## src/rtl/corescore_uart_pkg.sv

```systemverilog
// corescore_uart_pkg
// Shared types and helpers for the corescore UART transmitter.
//   tx_state_e : transmitter FSM states (PARITY is only reachable when the
//                CORESCORE_UART_TX_PARITY_EN build macro is defined)
//   calc_div   : clocks per serial bit, rounded to nearest
//   DATA_BITS, STOP_BITS, FIFO_W : frame and FIFO entry geometry
package corescore_uart_pkg;

  localparam int DATA_BITS = 8;
  localparam int STOP_BITS = 1;
  // One FIFO entry carries tlast above the data byte.
  localparam int FIFO_W    = DATA_BITS + 1;

  typedef enum logic [2:0] {
    IDLE,
    START,
    DATA,
    PARITY,
    STOP
  } tx_state_e;

  // Nearest-integer division: 16 MHz / 57600 baud -> 278.
  function automatic int calc_div(input int clk_hz, input int baud);
    return (clk_hz + baud / 2) / baud;
  endfunction

endpackage

```

## src/rtl/corescore_sync_fifo.sv

```systemverilog
// corescore_sync_fifo
// Single-clock FIFO with first-word-fall-through read: o_rdata always shows
// the head entry while o_empty is low, and i_pop retires it.
//   i_clk, i_rst      : clock, synchronous active-high reset (empties FIFO)
//   i_push, i_wdata   : write an entry (ignored while full)
//   i_pop             : retire the head entry (ignored while empty)
//   o_rdata           : head entry
//   o_empty, o_full   : occupancy flags
//   o_count           : occupancy, 0 .. 2**AW
module corescore_sync_fifo
  import corescore_uart_pkg::*;
#(
  parameter int W  = FIFO_W,
  parameter int AW = 4
) (
  input  logic          i_clk,
  input  logic          i_rst,
  input  logic          i_push,
  input  logic          i_pop,
  input  logic [W-1:0]  i_wdata,
  output logic [W-1:0]  o_rdata,
  output logic          o_empty,
  output logic          o_full,
  output logic [AW:0]   o_count
);

  localparam int DEPTH = 1 << AW;

  logic [W-1:0]  r_mem [DEPTH];
  logic [AW-1:0] r_wr_ptr;
  logic [AW-1:0] r_rd_ptr;
  logic [AW:0]   r_count;
  logic          w_do_push;
  logic          w_do_pop;

  assign w_do_push = i_push & ~o_full;
  assign w_do_pop  = i_pop & ~o_empty;

  // Storage carries no reset; validity is tracked by the pointers.
  always_ff @(posedge i_clk) begin
    if (w_do_push) begin
      r_mem[r_wr_ptr] <= i_wdata;
    end
  end

  always_ff @(posedge i_clk) begin
    if (i_rst) begin
      r_wr_ptr <= '0;
      r_rd_ptr <= '0;
      r_count  <= '0;
    end else begin
      if (w_do_push) begin
        r_wr_ptr <= r_wr_ptr + AW'(1);
      end
      if (w_do_pop) begin
        r_rd_ptr <= r_rd_ptr + AW'(1);
      end
      case ({w_do_push, w_do_pop})
        2'b10:   r_count <= r_count + (AW+1)'(1);
        2'b01:   r_count <= r_count - (AW+1)'(1);
        default: r_count <= r_count;
      endcase
    end
  end

  assign o_rdata = r_mem[r_rd_ptr];
  assign o_empty = (r_count == '0);
  assign o_full  = (r_count == (AW+1)'(DEPTH));
  assign o_count = r_count;

endmodule

```

## src/rtl/corescore_uart_tx_stream.sv

```systemverilog
// corescore_uart_tx_stream
// UART transmitter fed by the corescore byte stream. Bytes are buffered in a
// small FIFO and sent as 8N1 frames (8E1 when CORESCORE_UART_TX_PARITY_EN is
// defined). Back-to-back frames have no idle gap between stop and start.
//   i_clk, i_rst     : clock, synchronous active-high reset
//   i_tdata, i_tlast : stream byte and end-of-message marker
//   i_tvalid         : stream byte valid
//   o_tready         : registered, high while the FIFO can take a byte
//   o_uart_tx        : registered serial line, idle high
//   o_busy           : FIFO non-empty or a frame in progress
//   o_msg_done       : one-cycle pulse at the end of the stop bit of a tlast byte
// Build macro: CORESCORE_UART_TX_PARITY_EN adds an even parity bit.
//
// Handshake: a byte transfers on a rising edge where i_tvalid and o_tready
// are both high; i_tdata/i_tlast are sampled only on that edge, and the
// source may drop i_tvalid at any time without affecting frames in flight.
module corescore_uart_tx_stream
  import corescore_uart_pkg::*;
#(
  parameter int CLK_FREQ_HZ = 16000000,
  parameter int BAUD_RATE   = 57600,
  parameter int FIFO_AW     = 4
) (
  input  logic       i_clk,
  input  logic       i_rst,
  input  logic [7:0] i_tdata,
  input  logic       i_tlast,
  input  logic       i_tvalid,
  output logic       o_tready,
  output logic       o_uart_tx,
  output logic       o_busy,
  output logic       o_msg_done
);

  localparam int DIV   = calc_div(CLK_FREQ_HZ, BAUD_RATE);
  localparam int CW    = (DIV >= 2) ? $clog2(DIV) : 1;
  localparam int DEPTH = 1 << FIFO_AW;

  if (DIV < 2) begin : g_div_check
    $error("corescore_uart_tx_stream: clocks per bit must be at least 2");
  end

  // FIFO interface
  logic              w_push;
  logic              w_pop;
  logic              w_empty;
  logic              w_full;
  logic [FIFO_W-1:0] w_rdata;
  logic [FIFO_AW:0]  w_count;
  logic [FIFO_AW:0]  w_count_nxt;

  // FSM and datapath
  tx_state_e         r_state;
  tx_state_e         w_state_nxt;
  logic [CW-1:0]     r_cnt;
  logic [2:0]        r_bit;
  logic [7:0]        r_shift;
  logic              r_last;
  logic              r_tx;
  logic              r_msg_done;
  logic              r_tready;
  logic              w_bit_end;
  logic              w_line;
  logic              w_done;

  assign w_push = i_tvalid & r_tready & ~w_full;

  corescore_sync_fifo #(
    .W  (FIFO_W),
    .AW (FIFO_AW)
  ) u_fifo (
    .i_clk   (i_clk),
    .i_rst   (i_rst),
    .i_push  (w_push),
    .i_pop   (w_pop),
    .i_wdata ({i_tlast, i_tdata}),
    .o_rdata (w_rdata),
    .o_empty (w_empty),
    .o_full  (w_full),
    .o_count (w_count)
  );

  // Occupancy after this edge decides whether the next cycle can accept.
  assign w_count_nxt = w_count + {{FIFO_AW{1'b0}}, w_push} - {{FIFO_AW{1'b0}}, w_pop};

  assign w_bit_end = (r_cnt == CW'(DIV - 1));

`ifdef CORESCORE_UART_TX_PARITY_EN
  logic r_par;

  // Parity is captured at load time because the shift register is empty
  // by the time the parity bit goes out.
  always_ff @(posedge i_clk) begin
    if (i_rst) begin
      r_par <= 1'b0;
    end else if (w_pop) begin
      r_par <= ^w_rdata[7:0];
    end
  end
`endif

  always_comb begin
    w_state_nxt = r_state;
    w_pop       = 1'b0;
    w_line      = 1'b1;
    w_done      = 1'b0;
    case (r_state)
      IDLE: begin
        if (!w_empty) begin
          w_pop       = 1'b1;
          w_state_nxt = START;
        end
      end
      START: begin
        w_line = 1'b0;
        if (w_bit_end) begin
          w_state_nxt = DATA;
        end
      end
      DATA: begin
        w_line = r_shift[0];
        if (w_bit_end && (r_bit == 3'(DATA_BITS - 1))) begin
`ifdef CORESCORE_UART_TX_PARITY_EN
          w_state_nxt = PARITY;
`else
          w_state_nxt = STOP;
`endif
        end
      end
`ifdef CORESCORE_UART_TX_PARITY_EN
      PARITY: begin
        w_line = r_par;
        if (w_bit_end) begin
          w_state_nxt = STOP;
        end
      end
`endif
      STOP: begin
        w_line = 1'b1;
        if (w_bit_end) begin
          w_done = r_last;
          // Chain straight into the next frame when data is waiting.
          if (!w_empty) begin
            w_pop       = 1'b1;
            w_state_nxt = START;
          end else begin
            w_state_nxt = IDLE;
          end
        end
      end
      default: begin
        w_state_nxt = IDLE;
      end
    endcase
  end

  // The line register presents each state's level one cycle later, which
  // places the start bit two edges after the accepting edge.
  always_ff @(posedge i_clk) begin
    if (i_rst) begin
      r_state    <= IDLE;
      r_cnt      <= '0;
      r_bit      <= '0;
      r_shift    <= '0;
      r_last     <= 1'b0;
      r_tx       <= 1'b1;
      r_msg_done <= 1'b0;
      r_tready   <= 1'b0;
    end else begin
      r_state    <= w_state_nxt;
      r_tx       <= w_line;
      r_msg_done <= w_done;
      r_tready   <= (w_count_nxt < (FIFO_AW+1)'(DEPTH));
      if ((r_state == IDLE) || w_bit_end) begin
        r_cnt <= '0;
      end else begin
        r_cnt <= r_cnt + CW'(1);
      end
      if (w_pop) begin
        r_shift <= w_rdata[7:0];
        r_last  <= w_rdata[8];
        r_bit   <= '0;
      end else if ((r_state == DATA) && w_bit_end) begin
        r_shift <= {1'b0, r_shift[7:1]};
        r_bit   <= r_bit + 3'd1;
      end
    end
  end

  assign o_tready   = r_tready;
  assign o_uart_tx  = r_tx;
  assign o_busy     = (r_state != IDLE) | ~w_empty;
  assign o_msg_done = r_msg_done;

endmodule

```

## config.mk

```make
export PLATFORM = sky130hd
export DESIGN_NAME = corescore_uart_tx_stream
export DESIGN_NICKNAME = d
export VERILOG_FILES = /design/src/rtl/corescore_uart_pkg.sv /design/src/rtl/corescore_sync_fifo.sv /design/src/rtl/corescore_uart_tx_stream.sv
export SDC_FILE = /design/constraint.sdc
export NUM_CORES = 1
export LEC_CHECK = 0
export ABC_AREA = 1
export CAP_MARGIN = 20
export CORE_MARGIN = 3
export CORE_UTILIZATION = 35
export DETAILED_ROUTE_END_ITERATION = 7
export DONT_BUFFER_PORTS = 1
export PLACE_DENSITY = 0.51
export SLEW_MARGIN = 20
export SYNTH_ARGS = -nofsm -noshare
export SYNTH_HDL_FRONTEND = slang
export SYNTH_SLANG_ARGS = --single-unit
export TNS_END_PERCENT = 50
```

## constraint.sdc

```tcl
create_clock -name i_clk -period 3 [get_ports i_clk]
set_input_delay 0.3 -clock i_clk [delete_from_list [all_inputs] [get_ports i_clk]]
set_output_delay 0.3 -clock i_clk [all_outputs]
set_load 0.01 [all_outputs]
```

**After elaboration in Yosys (flattened, before gate mapping)**

Memories as Yosys holds them, arrays and structs flattened. A register that Yosys moved wholly into a read port is not among the register bits.
Index checks and enable logic that the tools add are counted.

- Register bits: 40
- Memory bits (writable): 144
- Bits of input ports: 12
- Word-level logic and storage cells: 71
- Memories: 1

Memories:

| memory | depth | width | read ports | clocked after memory_dff | write ports | line | RTL |
|---|---|---|---|---|---|---|---|
| u_fifo.r_mem | 16 | 9 | 1 | 1 | 1 | corescore_sync_fifo.sv:29 | `logic [W-1:0] r_mem [DEPTH];` |

- Add/subtract/negate cells: 8
- $lt $le $gt $ge: 1
- Eq/ne operators: 12
- Mux-type cells: 17
- Bitwise operators: 9
- Reductions and logical operators: 12

Operator list:

| operator | count |
|---|---|
| 2-to-1 mux 8 bit | 2 |
| 2-to-1 mux 3 bit | 4 |
| one-hot mux 3 bit (4 select lines) | 1 |
| one-hot mux 5 bit (2 select lines) | 1 |
| adder 9 x 1 -> 9 bit, second input constant | 1 |
| == test 9 bit, second input constant | 1 |
| adder 4 x 1 -> 4 bit, second input constant | 2 |
| 2-to-1 mux 4 bit | 2 |
| != test 2 bit, second input constant | 4 |
| == test 3 bit, second input constant | 2 |
| adder 5 x 1 -> 5 bit | 1 |
| adder 5 x 1 -> 5 bit, second input constant | 1 |
| == test 5 bit, second input constant | 1 |
| logical NOT 5 bit | 1 |
| < comparator 5 bit, second input constant | 1 |
| 2-to-1 mux 1 bit | 5 |
| subtractor 5 x 1 -> 5 bit | 1 |
| subtractor 5 x 1 -> 5 bit, second input constant | 1 |
| bitwise AND 1 bit | 4 |
| inverter 1 bit | 4 |
| one-hot mux 1 bit (2 select lines) | 2 |
| AND reduction 4 bit | 1 |
| nonzero test 2 bit | 2 |
| OR reduction 2 bit | 2 |
| other kinds (11) | 12 |

**Longest topological paths before layout**

- Word-level depth: 7
- Gate-level depth with buffers: 20

**Cells and area by module**

A second synthesis with hierarchy kept.

- Cells, all modules: 723
- Area, all modules: 8280.4 µm²

By module, submodules not included:

| module | times used | cells each | area each (µm²) |
|---|---|---|---|
| corescore_sync_fifo | 1 | 518 | 6760.2 |
| corescore_uart_tx_stream | 1 | 205 | 1520.2 |

**Least setup slack after synthesis**

No wires, ideal clock.

- Kind: register to register
- From: reg u_fifo.r_count[2], in the netlist u_fifo.o_count[2]
- To: reg u_fifo.r_count[4], in the netlist u_fifo.o_count[4]
- Arrival time: 2.347 ns
- Slack: 0.531 ns
- Stages on the path, launching flop included: 19
- Path buffers: 1
- Period minus slack after synthesis: 2.469 ns
- Cells stage by stage: dfxtp_1 > inv_1 > ha_1 > nand3_1 > nand2_1 > inv_2 > nand2_4 > inv_6 > buf_4 > ha_1 > xor2_1 > ha_1 > inv_1 > nand2_1 > nand2_1 > nor2_1 > o21ai_0 > o21ai_0 > a21oi_1

- Cells in the longest elaborated chain, start to end: 7
- Elaborated cells between the ends (all ways): 16
- Classes of those cells: add/sub: 2; eq/ne: 3; mux: 4; bitwise: 5; reduce/logical: 2

RTL lines:

| what | line | RTL |
|---|---|---|
| start, declared | corescore_sync_fifo.sv:32 | `logic [AW:0] r_count;` |
| start signal, assigned | corescore_sync_fifo.sv:59 | `2'b10: r_count <= r_count + (AW+1)'(1);` |
| start signal, assigned | corescore_sync_fifo.sv:60 | `2'b01: r_count <= r_count - (AW+1)'(1);` |
| start signal, assigned | corescore_sync_fifo.sv:61 | `default: r_count <= r_count;` |
| logical NOT 5 bit | corescore_sync_fifo.sv:67 | `assign o_empty = (r_count == '0);` |
| 2-to-1 mux 1 bit | corescore_uart_tx_stream.sv:109, corescore_uart_tx_stream.sv:143 |  |
| 2-to-1 mux 1 bit | corescore_uart_tx_stream.sv:140 | `if (w_bit_end) begin` |
| one-hot mux 1 bit (2 select lines) | corescore_uart_tx_stream.sv:107 | `case (r_state)` |
| bitwise AND 1 bit | corescore_sync_fifo.sv:37 | `assign w_do_pop = i_pop & ~o_empty;` |
| == test 2 x 1 -> 1 bit / == test 2 bit (equally long branches) | corescore_sync_fifo.sv:58 | `case ({w_do_push, w_do_pop})` |
| one-hot mux 5 bit (2 select lines) / nonzero test 2 bit (equally long branches) | - |  |

Several ways; a longest one is shown, not always the timed one.
A chain may end at the register's enable or synchronous reset.

**Final worst setup path**

- From: reg u_fifo.r_count[3], in the netlist u_fifo.o_count[3]
- To: reg u_fifo.r_count[4], in the netlist u_fifo.o_count[4]

Same word-level chain as after synthesis.

==> impl_metrics.prom <==
# TYPE chip_impl_metric gauge
chip_impl_info{name="run_status",value="completed"} 1
chip_impl_info{name="grt_setup_unrepaired",value="no"} 1
chip_impl_info{name="clk_root_buffer_cell",value="sky130_fd_sc_hd__clkbuf_16"} 1
chip_impl_metric{name="grt_first_pass_wirelength",unit="µm"} 28000
chip_impl_info{name="critical_path.startpoint",value="u_fifo.o_count[3]"} 1
chip_impl_metric{name="synth_edf_count",unit=""} 144
chip_impl_metric{name="postPlaceCellArea",unit="µm²"} 8260
chip_impl_metric{name="route.final.wire_length",unit="µm"} 17400
chip_impl_metric{name="detail_route.iter0.violations",unit=""} 403
chip_impl_metric{name="io_buffer_count",unit=""} 0
chip_impl_metric{name="design.core.area",unit="µm²"} 22000
chip_impl_metric{name="async_flop_share",unit="%"} 0
chip_impl_metric{name="num_antenna_cells",unit=""} 0
chip_impl_metric{name="globalplace.congestion",unit=""} 0.824
chip_impl_metric{name="area_of_the_die",unit="µm²"} 24400
chip_impl_metric{name="setup_viol",unit=""} 0
chip_impl_metric{name="met3_wirelength",unit="µm"} 809
chip_impl_metric{name="synth_nets",unit=""} 753
chip_impl_metric{name="dpl.hpwl",unit="µm"} 11100
chip_impl_metric{name="fin_setup_tns",unit="ns"} 0
chip_impl_metric{name="switching_share",unit="%"} 35.3
chip_impl_metric{name="max_slew.worst_pin.slew",unit="ns"} 0.775
chip_impl_metric{name="worst_slew_margin_rel",unit="%"} 48.4
chip_impl_metric{name="hold-path-cell-count",unit=""} 3
chip_impl_metric{name="max-vdd-ir-drop",unit="mV"} 0.513
chip_impl_metric{name="initial_core_utilization",unit="%"} 35.9
chip_impl_metric{name="r2r_cells",unit=""} 18
chip_impl_info{name="timing.critical_path.mode_cell",value="sky130_fd_sc_hd__nand2_1"} 1
chip_impl_metric{name="finalMaxSlewViolations",unit=""} 0
chip_impl_info{name="layout.cells.most_common",value="sky130_fd_sc_hd__nor2_1"} 1
chip_impl_info{name="cts_tree",value="done"} 1
chip_impl_metric{name="final.setup_skew",unit="ns"} 0.0126
chip_impl_metric{name="seq_area_frac_synth",unit="%"} 66.0
chip_impl_metric{name="max_stage_delay",unit="ns"} 0.39
chip_impl_info{name="cp_max_delay_cell",value="sky130_fd_sc_hd__dfxtp_1"} 1
chip_impl_info{name="worstHoldStart",value="i_rst"} 1
chip_impl_info{name="timing.critical_path.from_type",value="flip-flop"} 1
chip_impl_metric{name="clock.fmax",unit="MHz"} 381
chip_impl_metric{name="netlist.area_leader.share",unit="%"} 54.8
chip_impl_info{name="critical_path.top_delay_family",value="adder cells"} 1
chip_impl_metric{name="grt_max_degree",unit=""} 73
chip_impl_metric{name="areaGrowthSynthToFinish",unit="%"} 13.8
chip_impl_metric{name="layout.core_utilization",unit="%"} 40.9
chip_impl_metric{name="route.detailed.wl_per_inst",unit="µm"} 16.8
chip_impl_metric{name="fin_worst_hold_slack",unit="ns"} 0.0334
chip_impl_metric{name="post_synth_num_cell_types",unit=""} 37
chip_impl_metric{name="clk_latency",unit="ns"} 0.42
chip_impl_metric{name="grt_pass1_vias",unit=""} 5125
chip_impl_metric{name="io_pins",unit=""} 16
chip_impl_metric{name="route.antenna.remaining_nets",unit=""} 0
chip_impl_metric{name="final_cell_area",unit="µm²"} 8970
chip_impl_metric{name="max_cap_check_violation_count",unit=""} 0
chip_impl_metric{name="power_frac_clock",unit="%"} 29.4
chip_impl_metric{name="syn-cell-area",unit="µm²"} 7890
chip_impl_metric{name="total_power",unit="mW"} 7.76
chip_impl_info{name="synth_area_leaders",value="sky130_fd_sc_hd__edfxtp_1 55%, sky130_fd_sc_hd__dfxtp_1 11%, sky130_fd_sc_hd__nor2_1 7.1%, sky130_fd_sc_hd__o21ai_0 4.8%, sky130_fd_sc_hd__nand2_1 3.5%"} 1
chip_impl_metric{name="crit_arrival",unit="ns"} 2.98
chip_impl_info{name="startpoint_of_the_most_critical_register_to_register_path",value="u_fifo.o_count[3]"} 1
chip_impl_metric{name="p_int",unit="mW"} 5.02
chip_impl_metric{name="syn-instance-count",unit=""} 725
chip_impl_info{name="worstSetupEndpointType",value="flip-flop"} 1
chip_impl_metric{name="critical_path_depth",unit=""} 18
chip_impl_metric{name="cts.reportedPaths.clkPinSlew",unit="ns"} 0.07
chip_impl_metric{name="synthesis.area_per_instance",unit="µm²"} 10.9
chip_impl_info{name="worst_hold_path_type",value="in2reg"} 1
chip_impl_metric{name="clock_sinks",unit=""} 188
chip_impl_info{name="synth_ff_type",value="sky130_fd_sc_hd__edfxtp_1"} 1
chip_impl_metric{name="postcts_setup_bufs",unit=""} 0
chip_impl_metric{name="pwr_density_cell",unit="nW/µm²"} 865
chip_impl_metric{name="wl_met2",unit="µm"} 8320
chip_impl_metric{name="power_frac_seq",unit="%"} 40.7
chip_impl_metric{name="vias_per_cell",unit=""} 5.02
chip_impl_metric{name="core.rowCount",unit=""} 54
chip_impl_metric{name="route.layer.met1.wl",unit="µm"} 7940
chip_impl_info{name="worst-setup-path-type",value="reg2reg"} 1
chip_impl_metric{name="drc",unit=""} 0
chip_impl_metric{name="share_of_cells_above_drive_strength_1",unit="%"} 9.91
chip_impl_metric{name="leak_pwr",unit="nW"} 3.13
chip_impl_metric{name="route.vias.total",unit=""} 5205
chip_impl_metric{name="report.final.hold_viol_count",unit=""} 0
chip_impl_metric{name="comb_power_share",unit="%"} 29.9
chip_impl_metric{name="grt.total_usage",unit="%"} 14.8
chip_impl_info{name="final_cell_mix",value="150 x sky130_fd_sc_hd__nor2_1, 144 x sky130_fd_sc_hd__edfxtp_1, 76 x sky130_fd_sc_hd__o21ai_0, 74 x sky130_fd_sc_hd__nand2_1, 41 x sky130_fd_sc_hd__dfxtp_1"} 1
chip_impl_metric{name="num-nets-final",unit=""} 772
chip_impl_info{name="top_layer_used",value="met5"} 1
chip_impl_metric{name="ys_warn_count",unit=""} 0
chip_impl_info{name="crit_chain",value="inv_1 -> ha_1 -> nand3_1 -> nand2_1 -> inv_2 -> nand2_4 -> inv_8 -> ha_2 -> xor2_2 -> ha_1 -> inv_1 -> nand2_1 -> nand2_1 -> nor2_1 -> a21oi_1 -> o21ai_0 -> o21ai_0 -> a21oi_1"} 1
chip_impl_metric{name="period_share",unit="%"} 87.4
chip_impl_metric{name="path_max_fanout",unit=""} 25
chip_impl_metric{name="synth-seq-cells",unit=""} 188
chip_impl_metric{name="antenna_violations_before_repair",unit=""} 1
chip_impl_metric{name="die-height",unit="µm"} 156
chip_impl_metric{name="drt_pass1_iterations",unit=""} 5
chip_impl_metric{name="cts_max_path_buffers",unit=""} 2
chip_impl_metric{name="globalRoute.totalOverflow",unit=""} 0
chip_impl_metric{name="cts-htree-levels",unit=""} 4
chip_impl_metric{name="final_period_minus_worst_setup_slack",unit="ns"} 2.62
chip_impl_metric{name="cts_buffers",unit=""} 17
chip_impl_info{name="yosysTopAreaCell",value="sky130_fd_sc_hd__edfxtp_1"} 1
chip_impl_metric{name="total_switching_power",unit="mW"} 2.74
chip_impl_metric{name="cp_data_required_time",unit="ns"} 3.35
chip_impl_metric{name="die_x",unit="µm"} 156
chip_impl_metric{name="cp.buffers_inverters",unit=""} 4
-- registers in the layout, summed over array words and instances (netlist names), named ones only --
signal           flops
o_tready             1
u_fifo.r_mem       144
u_fifo.r_rd_ptr      4
u_fifo.r_wr_ptr      4
o_msg_done           1
r_bit                3
r_last               1
u_fifo.o_count       5
r_shift              8
r_state              3
r_cnt                9
o_uart_tx            1
-- worst paths after layout --
| check | endpoint | slack, ns |
|---|---|---|
| max | u_fifo.o_count[4] | 0.38 |
| max reg2reg | u_fifo.o_count[4] | 0.38 |
| min reg2reg | r_shift[3] | 0.47 |
| min | u_fifo.o_count[2] | 0.03 |
-- tightest hold or removal path, cell delays in order --
cell and delay [ns]:
sky130_fd_sc_hd__a21oi_1 0.02, sky130_fd_sc_hd__o21ai_0 0.06, sky130_fd_sc_hd__inv_1 0.04
-- routing by layer --
layer	up-vias	GRT usage [%]
met5	-	0
met4	2	4.46
met3	26	3.50
met2	110	23.8
met1	2494	20.1
li1	2573	-
-- power groups by stage --
| stage | Sequential [mW] | Clock [mW] | Combinational [mW] |
|---|---|---|---|
| floorplan | 3.14 | 0 | 1.83 |
| global placement | 3.20 | 0 | 2.26 |
| detailed placement | 3.21 | 0 | 2.29 |
| CTS | 3.16 | 2.33 | 2.34 |
| global route | 3.19 | 2.44 | 2.68 |
| finish | 3.16 | 2.29 | 2.32 |
-- Yosys cell counts, drive strengths merged (2+ instances only) --
cell,count
a22oi,4
xor2,6
inv,45
ha,16
o22ai,2
buf,20
xnor2,4
a21oi,33
o21ai,77
o221ai,2
o211ai,30
nor3b,2
nor2,155
nand3,38
nand2,78
clkbuf,12
edfxtp,144
clkinv,2
nand4,2
dfxtp,44
nor3,6
-- timing repair --
item                       CTS  global route
hold endpoints to repair   158             0
setup endpoints to repair    0             1
hold buffers                10             0
gates resized for setup      0             4
-- layout make-up --
cell class / count / area (µm²)
clock buffer: 18 / 429
clock inverter: 14 / 173
fill: 2060 / 13000
inverter: 47 / 184
multi-input combinational: 458 / 2340
sequential: 188 / 5210
tap: 280 / 350
timing repair buffer: 32 / 290
-- per-stage QoR --
stage | instances | worst slack [ns]
floorplan | 725 | 0.531
global placement | 995 | 0.359
detailed placement | 995 | 0.227
CTS | 1037 | 0.218
global route | 1037 | 0.0113
finish | 1037 | 0.377
-- cell families after synthesis --
kind of cell               Yosys count  share of synthesized area, %
and+or+nand+nor                    283                          15.0
DFF                                188                          66.0
AOI/OAI and AO/OA                  149                          10.8
buffers and inverters               79                          4.51
adders and majority gates           16                          2.54
xor gates and xnor gates            10                          1.11
No activity file was read; power rests on OpenSTA's default activity.
